$ cat config.mk
export PLATFORM = sky130hd
export DESIGN_NAME = univ_mod_counter
export DESIGN_NICKNAME = d
export VERILOG_FILES = /design/src/rtl/counter_pkg.sv /design/src/rtl/univ_mod_counter.sv
export SDC_FILE = /design/constraint.sdc
export NUM_CORES = 1
export LEC_CHECK = 0
export BUFFER_PORTS_ARGS = -buffer_cell sky130_fd_sc_hd__buf_4
export CORE_AREA = 2 2 39 41
export CTS_BUF_LIST = sky130_fd_sc_hd__clkbuf_16
export DETAILED_ROUTE_END_ITERATION = 8
export DIE_AREA = 0 0 41 43
export PLACE_DENSITY = 0.61
export SLEW_MARGIN = 20
export SYNTH_ARGS = -nofsm -noshare
export SYNTH_HDL_FRONTEND = slang
export SYNTH_SLANG_ARGS = --single-unit
$ cat constraint.sdc
create_clock -name clk -period 4.8 [get_ports clk]
set_clock_uncertainty 0.2 [all_clocks]
set_input_delay 0.72 -clock clk [delete_from_list [all_inputs] [get_ports clk]]
set_output_delay 0.72 -clock clk [all_outputs]
set_load 0.05 [all_outputs]
$ cat src/rtl/counter_pkg.sv
// Shared constants and helpers for the modulo counter family.
// SAT mode selectors plus the internal arithmetic width rule.
package counter_pkg;

  localparam bit CNT_WRAP = 1'b0;
  localparam bit CNT_SAT  = 1'b1;

  // One guard bit above the count so MOD == 2**BITS compares and steps cleanly.
  function automatic int calc_width(input int bits);
    return bits + 1;
  endfunction

endpackage

$ cat src/rtl/univ_mod_counter.sv
// Up/down modulo-MOD counter with clear, clamped parallel load, wrap or
// saturate at limits, combinational min/max ticks and a registered wrap pulse.
module univ_mod_counter
  import counter_pkg::*;
#(
  parameter int BITS = 4,
  parameter int MOD  = 10,
  parameter bit SAT  = CNT_WRAP
) (
  input  logic            clk,
  input  logic            reset,
  input  logic            clr,
  input  logic            load,
  input  logic [BITS-1:0] d,
  input  logic            en,
  input  logic            up,
  output logic [BITS-1:0] q,
  output logic            max_tick,
  output logic            min_tick,
  output logic            wrap
);

  localparam int            IW    = calc_width(BITS);
  localparam logic [IW-1:0] MOD_W = IW'(MOD);
  localparam logic [IW-1:0] TOP   = IW'(MOD - 1);

  if ((MOD < 2) || (MOD > (2 ** BITS))) begin : g_bad_mod
    $error("univ_mod_counter: MOD=%0d outside legal range 2..2**BITS", MOD);
  end

  logic [BITS-1:0] q_r, q_next;
  logic            wrap_r, wrap_next;
  logic [IW-1:0]   cnt;

  assign cnt = {1'b0, q_r};

  always_ff @(posedge clk) begin
    if (reset) begin
      q_r    <= '0;
      wrap_r <= 1'b0;
    end else begin
      q_r    <= q_next;
      wrap_r <= wrap_next;
    end
  end

  // Priority clr > load > en; reset is handled in the register itself.
  always_comb begin
    q_next    = q_r;
    wrap_next = 1'b0;
    if (clr) begin
      q_next = '0;
    end else if (load) begin
      if ({1'b0, d} < MOD_W) q_next = d;
      else                   q_next = TOP[BITS-1:0];
    end else if (en) begin
      if (up) begin
        if (cnt == TOP) begin
          wrap_next = 1'b1;
          q_next    = SAT ? q_r : '0;
        end else begin
          q_next = BITS'(cnt + IW'(1));
        end
      end else begin
        if (cnt == '0) begin
          wrap_next = 1'b1;
          q_next    = SAT ? q_r : TOP[BITS-1:0];
        end else begin
          q_next = BITS'(cnt - IW'(1));
        end
      end
    end
  end

  always_comb begin
    max_tick = (cnt == TOP);
    min_tick = (q_r == '0);
  end

  assign q    = q_r;
  assign wrap = wrap_r;

endmodule
==> flow_metrics.py <==
metrics = {
    "run_status": {
        "status": "finished clean",
    },
    "cts": {
        "clk_pin_slew_ns": 0.03,
        "cts_tree": "done",
        "cts_setup_buffers": 0,
        "cts_resized": 0,
        "clock_latency_ns": 0.23,
        "cts_buffer_depth": 2,
        "htreeDepth": 1,
        "root_buffer": "clkbuf_16",
        "hold_buffers": 0,
        "clock_sinks": 5,
        "cts-buffers-inserted": 3,
    },
    "detailed_routing": {
        "route.detailed.drc": 0,
        "routedWlPerCell_um": 11.7,
        "drtIter0Drc": 8,
        "vias_per_cell": 5.22,
        "routed_wl_um": 971,
        "drtAntennaViolNets": 0,
        "first_pass_iters": 4,
        "via_count": 433,
    },
    "cells_and_area": {
        "fin_cells": 83,
        "drive_gt1_share_pct": 29.9,
        "final_net_count": 78,
        "num_antenna_cells": 0,
        "area_delta_synth_final_pct": 49.5,
    },
    "logic_synthesis": {
        "synthArstFlopShare_pct": 0,
        "yosys.area.top_type": "dfxtp_1",
        "syn_nets": 62,
        "synth_top_flop_cell": "dfxtp_1",
        "ys_top_cells_by_area": "dfxtp_1 (26%), a21oi_1 (5.2%), inv_1 (4.9%), or3_1 (4.9%), xor2_1 (4.6%)",
        "ys_seq_elements": 5,
        "synth_cell_types": 27,
        "avgSynthCellArea_sq_um": 7.39,
        "ys_seq_area_share_pct": 26.1,
        "synthTopCellsByCount": "dfxtp_1 (5), inv_1 (5), a21oi_1 (4)",
        "synth_edf_count": 0,
        "synth_top_area_share_pct": 26.1,
        "syn_area_sq_um": 384,
        "ys_warn_count": 0,
        "syn_inst": 52,
    },
    "timing": {
        "fin_crit_sh_pct": 49.7,
        "fmax_mhz": 419,
        "period_needed_ns": 2.38,
        "tightest_slew_ns": 0.337,
        "fin_setup_tns_ns": 0,
        "slew_viol_final": 0,
        "finalHoldViolations": 0,
        "finalSetupViolCount": 0,
        "grt_setup_unrepaired": "false",
        "max_slew_margin_pct": 77.3,
    },
    "critical_path": {
        "r2r_slack_ns": 3.07,
        "r2r-start": "q[0]",
        "reg2regPathDepth": 4,
        "cp-end-kind": "primary output",
        "r2r_end": "q[2]",
        "crit_type": "flip-flop to primary output",
        "arrival_ns": 1.46,
        "start_kind": "flip-flop",
        "cp_max_fo": 10,
        "required_ns": 3.88,
    },
    "floorplanning": {
        "initial_core_util_pct": 27.8,
        "dieArea_sq_mm": 0.00176,
        "rows": 14,
        "fp.dieH_um": 43,
        "core-area_sq_mm": 0.00138,
        "io_pins": 17,
        "die_x_um": 41,
    },
    "grt": {
        "grt_pass1_vias": 319,
        "grt_pass1_wl_um": 1350,
        "grt_overflow": 0,
        "grt_max_degree": 11,
        "antenna_found_initial": 0,
        "grt_usage_pct": 12.2,
    },
    "pwr": {
        "power_density_mw_per_mm2": 385,
        "max-vdd-ir-drop_uv": 130,
        "p_leak_nw": 0.252,
    },
    "flow_run": {
        "cap_violations": 0,
    },
    "hold_path": {
        "hold_path.class": "flip-flop to flip-flop",
        "whs_path_depth": 2,
        "hold_start": "q[2]",
        "hold_end": "q[2]",
    },
    "place": {
        "gp_congestion": 0.806,
        "dpl.cell_count": 79,
        "numPortBuffers": 16,
        "dpl.hpwl_um": 713,
    },
}
==> per-layer routing <==
metal | up-vias | GRT usage [%] | routed length, um
met5 | - | 0 | 0
met1 | 195 | 12.8 | 408
met3 | 2 | 6.28 | 63
met4 | 0 | 8.00 | 17
met2 | 17 | 18.1 | 482
li1 | 219 | - | -
==> layout make-up <==
type,instances,area (sq um)
clock buffer,3,75.1
clock inverter,1,3.75
fill,140,810
inverter,5,18.8
multi-input combinational,37,236
sequential,5,100
tap,16,20.0
timing repair buffer,16,120
==> where the power goes <==
group	switching [mW]	leakage, nW	internal, mW
clock	0.0274	0.0423	0.108
sequential	0.00394	0.0408	0.0435
combinational	0.0224	0.169	0.0158
total	0.0537	0.252	0.167
==> worst max path at each step <==
| stage | from | end | slack [ns] |
|---|---|---|---|
| global route | q[0] | max_tick | 2.32 |
| finish | q[0] | max_tick | 2.42 |
| CTS | q[0] | max_tick | 2.42 |
| global placement | q[0] | max_tick | 2.68 |
| detailed placement | q[0] | max_tick | 2.67 |
| floorplan | q[0] | max_tick | 1.41 |
==> metrics by stage <==
stage	power [mW]	setup WS (ns)	area, sq um	hold slack (ns)	utilization (%)
after global routing	0.231	2.32	574	0.472	41.5
after floorplan	0.0735	1.41	384	0.628	-
after CTS	0.222	2.42	574	0.439	41.5
after detailed placement	0.0860	2.67	495	0.433	35.8
after global placement	0.0863	2.68	495	0.442	35.8
final	0.221	2.42	574	0.433	41.5
==> placed cells by master, fill, tap and decap left out <==
cell type and instances:
a311oi_1 1, nor2_1 2, a21oi_1 4, nor4_1 2, o21ai_0 3, a211o_1 1
xor2_1 2, o2111ai_1 1, nand3_1 1, xnor2_1 1, a31oi_1 2, or3_1 3
a211oi_1 2, mux2i_1 1, a2bb2oi_1 1, or2_2 1, buf_4 16, nor3_1 2
or2_1 1, dfxtp_1 5, a22o_1 1, nor3b_1 1, nand2_1 3, nand4b_1 1
clkbuf_16 3, inv_1 6
==> registers in the layout (all words and copies together), names as in the netlist <==
name	cells
q	4
wrap	1
==> cells by family (layout without fill, tap and decap cells) <==
group	count (synthesis)	after routing	share of synthesized area (%)
AOI/OAI and AO/OA	16	16	27.7
xor gates and xnor gates	3	3	6.84
buffers and inverters	10	25	12.4
DFF	5	5	26.1
muxes	1	1	2.61
and+or+nand+nor	17	17	24.4
==> worst max-delay path: stages (launching register included) <==
cell,delay (ns)
dfxtp_1,0.51
inv_1,0.10
nor4_1,0.36
buf_4,0.27
(Power assumes the default switching activity.)
